`src/rtl/branch_recovery_ctrl.sv`:
```
// branch_recovery_ctrl
//   Consumes committed control-flow ops from the control buffer at the ROB head.
//   Every accepted op produces a one-cycle predictor update and bumps the branch
//   counter. A mispredicted op starts recovery: a one-cycle flush, then a redirect
//   handshake with fetch, then a fixed backend stall while the RAT and free list
//   restore from committed state.
//
// Ports
//   clk, rst                     clock, asynchronous active-high reset
//   cb_valid / cb_ready          commit handshake (ready only while idle)
//   cb_pc, cb_taken, cb_target   resolved op: PC, direction, taken target
//   cb_mispred                   prediction differed from resolution
//   flush                        one-cycle global flush
//   redirect_valid/_ready/_pc    redirect handshake towards fetch
//   backend_stall                blocks dispatch for the whole recovery
//   bp_upd_valid/_pc/_taken/_target  predictor update strobe and payload
//   br_count, mispred_count      wrapping performance counters
module branch_recovery_ctrl #(
  parameter int XLEN           = 32,
  parameter int RECOVER_CYCLES = 2,
  parameter int CNT_WIDTH      = 32
) (
  input  logic                 clk,
  input  logic                 rst,
  input  logic                 cb_valid,
  output logic                 cb_ready,
  input  logic [XLEN-1:0]      cb_pc,
  input  logic                 cb_taken,
  input  logic [XLEN-1:0]      cb_target,
  input  logic                 cb_mispred,
  output logic                 flush,
  output logic                 redirect_valid,
  output logic [XLEN-1:0]      redirect_pc,
  input  logic                 redirect_ready,
  output logic                 backend_stall,
  output logic                 bp_upd_valid,
  output logic [XLEN-1:0]      bp_upd_pc,
  output logic                 bp_upd_taken,
  output logic [XLEN-1:0]      bp_upd_target,
  output logic [CNT_WIDTH-1:0] br_count,
  output logic [CNT_WIDTH-1:0] mispred_count
);

  // The recovery counter holds RECOVER_CYCLES-1 at most.
  localparam int RC_W = (RECOVER_CYCLES > 1) ? $clog2(RECOVER_CYCLES) : 1;
  localparam logic [RC_W-1:0] RC_LOAD =
    (RECOVER_CYCLES > 0) ? RC_W'(RECOVER_CYCLES - 1) : '0;

  typedef enum logic [1:0] {
    S_IDLE,
    S_FLUSH,
    S_REDIRECT,
    S_RECOVER
  } state_t;

  state_t         state_q, state_d;
  logic [RC_W-1:0] rc_cnt_q, rc_cnt_d;
  logic [XLEN-1:0] redirect_pc_q, redirect_pc_d;

  logic                 bp_valid_q;
  logic [XLEN-1:0]      bp_pc_q;
  logic                 bp_taken_q;
  logic [XLEN-1:0]      bp_target_q;
  logic [CNT_WIDTH-1:0] br_cnt_q;
  logic [CNT_WIDTH-1:0] mp_cnt_q;

  logic accept;

  assign cb_ready = (state_q == S_IDLE);
  assign accept   = cb_valid && cb_ready;

  always_comb begin
    state_d       = state_q;
    rc_cnt_d      = rc_cnt_q;
    redirect_pc_d = redirect_pc_q;
    case (state_q)
      S_IDLE: begin
        if (accept && cb_mispred) begin
          state_d = S_FLUSH;
          // Not-taken recovery resumes at the fall-through, wrapping at 2^XLEN.
          redirect_pc_d = cb_taken ? cb_target : (cb_pc + XLEN'(4));
        end
      end
      S_FLUSH: begin
        state_d = S_REDIRECT;
      end
      S_REDIRECT: begin
        if (redirect_ready) begin
          if (RECOVER_CYCLES == 0) begin
            state_d = S_IDLE;
          end else begin
            state_d  = S_RECOVER;
            rc_cnt_d = RC_LOAD;
          end
        end
      end
      S_RECOVER: begin
        if (rc_cnt_q == '0) begin
          state_d = S_IDLE;
        end else begin
          rc_cnt_d = rc_cnt_q - 1'b1;
        end
      end
      default: begin
        state_d = S_IDLE;
      end
    endcase
  end

  always_ff @(posedge clk or posedge rst) begin
    if (rst) begin
      state_q       <= S_IDLE;
      rc_cnt_q      <= '0;
      redirect_pc_q <= '0;
    end else begin
      state_q       <= state_d;
      rc_cnt_q      <= rc_cnt_d;
      redirect_pc_q <= redirect_pc_d;
    end
  end

  // Predictor update payload holds its last value between strobes.
  always_ff @(posedge clk or posedge rst) begin
    if (rst) begin
      bp_valid_q  <= 1'b0;
      bp_pc_q     <= '0;
      bp_taken_q  <= 1'b0;
      bp_target_q <= '0;
      br_cnt_q    <= '0;
      mp_cnt_q    <= '0;
    end else begin
      bp_valid_q <= accept;
      if (accept) begin
        bp_pc_q     <= cb_pc;
        bp_taken_q  <= cb_taken;
        bp_target_q <= cb_target;
        br_cnt_q    <= br_cnt_q + CNT_WIDTH'(1);
        if (cb_mispred) begin
          mp_cnt_q <= mp_cnt_q + CNT_WIDTH'(1);
        end
      end
    end
  end

  assign flush          = (state_q == S_FLUSH);
  assign redirect_valid = (state_q == S_REDIRECT);
  assign redirect_pc    = redirect_pc_q;
  assign backend_stall  = (state_q != S_IDLE);
  assign bp_upd_valid   = bp_valid_q;
  assign bp_upd_pc      = bp_pc_q;
  assign bp_upd_taken   = bp_taken_q;
  assign bp_upd_target  = bp_target_q;
  assign br_count       = br_cnt_q;
  assign mispred_count  = mp_cnt_q;

endmodule

```
`config.mk`:
```
export PLATFORM = sky130hd
export DESIGN_NAME = branch_recovery_ctrl
export DESIGN_NICKNAME = d
export VERILOG_FILES = /design/src/rtl/branch_recovery_ctrl.sv
export SDC_FILE = /design/constraint.sdc
export NUM_CORES = 1
export LEC_CHECK = 0
export CAP_MARGIN = 20
export CELL_PAD_IN_SITES_DETAIL_PLACEMENT = 1
export CELL_PAD_IN_SITES_GLOBAL_PLACEMENT = 2
export CORE_ASPECT_RATIO = 1.4
export CORE_MARGIN = 2
export CORE_UTILIZATION = 29
export DETAILED_ROUTE_END_ITERATION = 8
export PLACE_DENSITY = 0.78
export SLEW_MARGIN = 20
export SYNTH_ARGS = -nofsm -noshare
export SYNTH_HDL_FRONTEND = slang
export SYNTH_SLANG_ARGS = --single-unit
```
`constraint.sdc`:
```
create_clock -name clk -period 6.36 [get_ports clk]
set_input_delay 1.272 -clock clk [delete_from_list [all_inputs] [get_ports clk]]
set_output_delay 1.272 -clock clk [all_outputs]
set_load 0.005 [all_outputs]
```
---- Word level (Yosys, flattened, before mapping) ----
Cells that the tools add are included.
word-level totals
  flip-flop bits (word level) ............. 165
  input port bits ......................... 70
  output and inout bits ................... 166
  logic and storage cells ................. 36
cells by class
  $add $sub $neg .......................... 4
  eq/ne operators ......................... 6
  muxes and demuxes ....................... 8
  reductions and logical operators ........ 9
operator list
  kind                                                 count
  adder 32 x 1 -> 32 bit, second input constant        2
  adder 32 x 3 -> 32 bit, second input constant        1
  two-way mux 32 bit                                   1
  case mux 2 bit (4 select lines)                      1
  two-way mux 2 bit                                    3
  AND reduction 2 bit                                  3
  equality test 2 bit, second input constant           2
  != test 2 x 1 -> 1 bit, second input constant        2
  nonzero test 2 bit                                   2
  AND reduction 3 bit                                  1
  equality test 2 x 1 -> 1 bit, second input constant  1
  logical AND 1 bit                                    2
  logical NOT 2 bit                                    1
  two-way mux 1 bit                                    2
  != test 2 bit, second input constant                 1
  case mux 1 bit (2 select lines)                      1
  subtractor 1 bit, second input constant              1

---- Longest topological paths before layout ----
  depth in word-level cells ............... 5
  gate-level depth with buffers ........... 8
  mapped depth without buffers ............ 7

---- Worst setup path before layout ----
No wires, ideal clock.
  path type ............................... input-to-reg
  start ................................... input port cb_valid
  end ..................................... register br_cnt_q[28], in the netlist br_count[28]
  setup time .............................. 124 ps
  arrival ................................. 2371 ps
  required time ........................... 6236 ps
  setup slack ............................. 3865 ps
  stages .................................. 5
  path buffers ............................ 0
  path through ............................ and3_1 > nand4_1 > nor4_2 > nand4_1 > xnor2_1
between the ends
  longest elaborated chain between the ends .. 1
RTL lines
  element               RTL line  source
  from (decl)           25        input logic cb_valid,
  logical AND 1 bit     70        assign accept = cb_valid && cb_ready;
  to (signal assigned)  137       br_cnt_q <= br_cnt_q + CNT_WIDTH'(1);
  to (decl)             64        logic [CNT_WIDTH-1:0] br_cnt_q;
No other way between the ends.
A chain may end at the register's enable or synchronous reset.

---- Worst setup path after layout ----
  start ................................... input port cb_valid
  end ..................................... register mp_cnt_q[31], in the netlist mispred_count[31]
between the ends
  longest elaborated chain between the ends .. 2
RTL lines
  element                        RTL line  source
  logical AND 1 bit              70
  AND reduction 2 bit (no line)  -
  to (signal assigned)           139       mp_cnt_q <= mp_cnt_q + CNT_WIDTH'(1);
  to (decl)                      65        logic [CNT_WIDTH-1:0] mp_cnt_q;
No other way between the ends.

==> results by stage <==
Routing:
- The routed layout has 5792 vias.
- The first routing iteration left 185 violations.
- For this run, the detailed router's first-pass iteration total came to 4.
- For this block, the routed nets add up to 22600 um of wire.
- The number of nets with antenna violations after detailed routing is 0.
- The post-detailed-route wirelength per cell is 18.7 um.
- The final routed DRC violation total is 0.
- The number of vias per cell is 4.80.

Timing:
- The time the final worst path needs with I/O delays and setup is 3320 ps.
- The total of endpoints with negative setup slack in the final report is 0.
- Static timing analysis puts the maximum clock frequency at 301 MHz.
- The number of pins exceeding their max-slew limit in the final report came to 0.
- The worst pin sits at a relative slew slack of 33.5%.
- The period utilization is 52.3%.
- The final hold slack is 473 ps.
- At the pin with the least slew margin, the transition time is 998 ps.
- The final-report hold violation count came to 0.
- The final sum of negative setup slack is 0 ps.
- Setup slack closes at 3040 ps.
- The clock skew after layout is 12.3 ps.
- Setup repair after global routing left no endpoint under its margin.

Worst setup path:
- STA puts the critical path data arrival time at 3640 ps.
- The endpoint class of the critical path is a flip-flop.
- In this design, the stage delay of the slowest critical-path cell is 590 ps.
- The endpoint required time on the critical path is 6670 ps.
- The slowest stage of the critical path is the sky130_fd_sc_hd__clkdlybuf4s50_1 cell.
- Traced cell by cell, the critical path runs through clkdlybuf4s50_1 > nand3_2 > buf_4 > nor2_1 > and3_1 > nand4_1 > xnor2_1.
- The critical path startpoint category is a primary input.
- The maximum net fanout on the critical path is 28.
- The worst setup path is of the in -> reg kind.
- The register-to-register setup slack is 3570 ps.

Logic synthesis:
- In this run, distinct cell masters in the synthesized netlist total 37.
- The mux share of post-synthesis cell area is 10.7%.
- The mapped netlist covers 7410 sq um.
- Of the total synthesized cell area, the portion taken by full adders, half adders and majority gates is 1.35%.
- The count of warnings emitted by yosys is 0.
- Summing the areas of all and, or, nand and nor instances in the mapped netlist gives 14.9% of the synthesized area.
- The share of synthesized area occupied by flip-flops and latches is 55.7%.
- The largest family of logic cells by synthesized area is simple AND/OR/NAND/NOR gates.
- By area the synthesized netlist is led by sky130_fd_sc_hd__dfrtp_1 (56%), sky130_fd_sc_hd__mux2_2 (9.7%), sky130_fd_sc_hd__xnor2_1 (8.3%).
- The number of enable flip-flop cells after synthesis is 0.
- The most used flip-flop cell after synthesis is sky130_fd_sc_hd__dfrtp_1.
- Of the total synthesized cell area, the portion taken by XOR and XNOR cells is 10.4%.
- After synthesis, the share of flip-flops with an asynchronous set or reset is 100%.
- The synthesized netlist devotes 4.90% of its cell area to compound gates.
- After synthesis, the largest area contributor takes up 55.7% of total cell area.
- The cell count after synthesis came out at 644.
- The library cell with the largest summed area after synthesis is sky130_fd_sc_hd__dfrtp_1.
- The net count after synthesis is 722.
- The synthesized area divided by synthesized cell count is 11.5 sq um.
- The synthesized design contains 165 register bits.

Clocking:
- For this design, the CTS-stage hold fixing added 0 buffers.
- The post-CTS setup-driven buffer insertion count is 0.
- Post-CTS repair changed the size of 0 cells.
- The number of clock buffers added by TritonCTS is 17.
- The worst-case clock buffer depth is 2.
- The clock root buffer is sky130_fd_sc_hd__clkbuf_16.
- The clock transition time at the flip-flop clock pins of the worst setup and hold paths is 60 ps.
- Clock latency on the worst-skew pair, taken at its later pin, is 430 ps.
- The TritonCTS sink count is 165.
- TritonCTS built the clock tree.
- The number of H-tree levels is 4.

GRT:
- The number of antenna violations at the first check in global routing was 0.
- The global-route total usage across every layer is 17.4%.
- Entering global routing, the biggest net connects 72 pins.
- Global routing finished with a remaining overflow of 0.
- The via count of the first global-routing pass was 6200.
- The first-pass GRT wire length is 36200 um.

Finish:
- Leaving out fill and tap cells, the most frequent cells in the layout are sky130_fd_sc_hd__clkdlybuf4s50_1 (234), sky130_fd_sc_hd__dfrtp_1 (165), sky130_fd_sc_hd__xnor2_1 (70), sky130_fd_sc_hd__mux2_2 (64), sky130_fd_sc_hd__nand2_1 (50).
- The area overhead of the layout relative to synthesis is 44.1%.
- The most common library cell in the layout ignoring fill and taps is sky130_fd_sc_hd__clkdlybuf4s50_1.
- The number of antenna diodes in the final layout is 0.
- The number of non-filler instances in the completed layout is 1206.
- The fraction of layout cells with a size suffix above 1 is 12.1%.
- The count of nets after finishing is 953.

Place:
- The HPWL reported at the end of detailed placement is 16400 um.
- The final estimated routing congestion in global placement is 0.709.
- The total of buffers placed on input and output ports is 235.
- In this run, placement finished with an instance count of 1175.
- The worst slack at placement is 2540 ps.

Power:
- The worst-case IR drop observed on VDD is 182 uV.
- The standby leakage power is 4.45 nW.
- The ratio of total power to cell area is 386 nW/um^2.

Floorplanning:
- The number of I/O pins is 236.
- In this run the core area contains 69 standard-cell rows.
- The die is 139 um wide.
- The die boundary height is 193 um.
- The core outline area is 25300 sq um.
- The initial cell density of the core is 29.3%.
- The die covers 26900 sq um.

Flow run:
- The number of violations of the max-capacitance limit is 0.

Min path:
- The min-delay analysis places its worst path in the category reg -> reg.

Status:
- The run finished with clean final reports.
-- worst paths after layout --
kind                                          start                            end  cells after the start
max reg2reg                  state_q[0]$_DFFE_PP0P_  mispred_count[31]$_DFFE_PP0P_                      8
min in group asynchronous                       rst   mispred_count[5]$_DFFE_PP0P_                      2
min reg2reg                br_count[31]$_DFFE_PP0N_       br_count[31]$_DFFE_PP0N_                      1
min                        br_count[31]$_DFFE_PP0N_       br_count[31]$_DFFE_PP0N_                      1
max in group asynchronous                       rst    redirect_pc[27]$_DFFE_PP0P_                      3
max                                        cb_valid  mispred_count[31]$_DFFE_PP0P_                      7
-- per-layer routing --
layer,up-vias,global-route usage [%],wire length (um)
met5,-,0,0
met1,2912,20.7,9510
met4,0,5.28,329
li1,2706,-,-
met2,157,30.5,11600
met3,17,4.91,1150
-- Yosys cell counts, types with 2 or more instances --
| library cell | number |
|---|---|
| sky130_fd_sc_hd__dfrtp_1 | 165 |
| sky130_fd_sc_hd__xnor2_1 | 70 |
| sky130_fd_sc_hd__mux2_2 | 64 |
| sky130_fd_sc_hd__nand2_1 | 51 |
| sky130_fd_sc_hd__nor2_1 | 38 |
| sky130_fd_sc_hd__nand3_1 | 32 |
| sky130_fd_sc_hd__a21oi_1 | 25 |
| sky130_fd_sc_hd__clkbuf_1 | 21 |
| sky130_fd_sc_hd__nand4_1 | 21 |
| sky130_fd_sc_hd__and3_1 | 18 |
| sky130_fd_sc_hd__xor2_1 | 18 |
| sky130_fd_sc_hd__o22ai_1 | 17 |
| sky130_fd_sc_hd__o21ai_0 | 16 |
| sky130_fd_sc_hd__inv_1 | 13 |
| sky130_fd_sc_hd__and4_1 | 12 |
| sky130_fd_sc_hd__nor3_1 | 9 |
| sky130_fd_sc_hd__ha_1 | 8 |
| sky130_fd_sc_hd__mux2i_1 | 7 |
| sky130_fd_sc_hd__nor4_1 | 6 |
| sky130_fd_sc_hd__nor4_2 | 5 |
| sky130_fd_sc_hd__buf_1 | 4 |
| sky130_fd_sc_hd__nand2b_1 | 4 |
| sky130_fd_sc_hd__and2_1 | 3 |
| sky130_fd_sc_hd__buf_2 | 3 |
| sky130_fd_sc_hd__o21ai_1 | 2 |
-- report_power, final --
group | total (mW) | internal, mW | switching (mW)
Sequential | 1.60 | 1.40 | 0.198
Clock | 1.04 | 0.617 | 0.426
Combinational | 1.48 | 0.933 | 0.549
Total | 4.12 | 2.95 | 1.17
-- flip-flops by register name (all words and copies together), names as in the netlist --
name / count
bp_upd_pc: 32
bp_upd_taken: 1
bp_upd_target: 32
bp_upd_valid: 1
br_count: 32
mispred_count: 32
rc_cnt_q: 1
redirect_pc: 32
state_q: 2
-- logic make-up after synthesis --
kind of cell,after synthesis
AOI/OAI and AO/OA,65
xor gates and xnor gates,88
adders and majority gates,8
buffers and inverters,41
DFF,165
muxes,71
and+or+nand+nor,206
-- per-stage QoR --
step / instance area, sq um / total power, mW / utilization (%)
6_report: 10700 / 4.12 / 42.2
5_1_grt: 10700 / 4.39 / 42.2
4_1_cts: 10700 / 4.21 / 42.2
3_5_place_dp: 10100 / 3.13 / 39.9
3_3_place_gp: 10100 / 3.10 / 39.9
2_1_floorplan: 7410 / 2.14 / -
-- area by class of cell --
type	count	area, sq um
Clock buffer	23	448
Clock inverter	8	128
Fill cell	2744	14600
Inverter	13	53.8
Multi-Input combinational cell	438	3140
Sequential cell	165	4130
Tap cell	319	399
Timing Repair Buffer	240	2380
-- critical path, delay by kind of cell --
family	cells	cell delay [ps]
xor gates and xnor gates	1	140
buffers and inverters	2	1010
and+or+nand+nor	4	1200
Power figures use the tool's default switching activity.
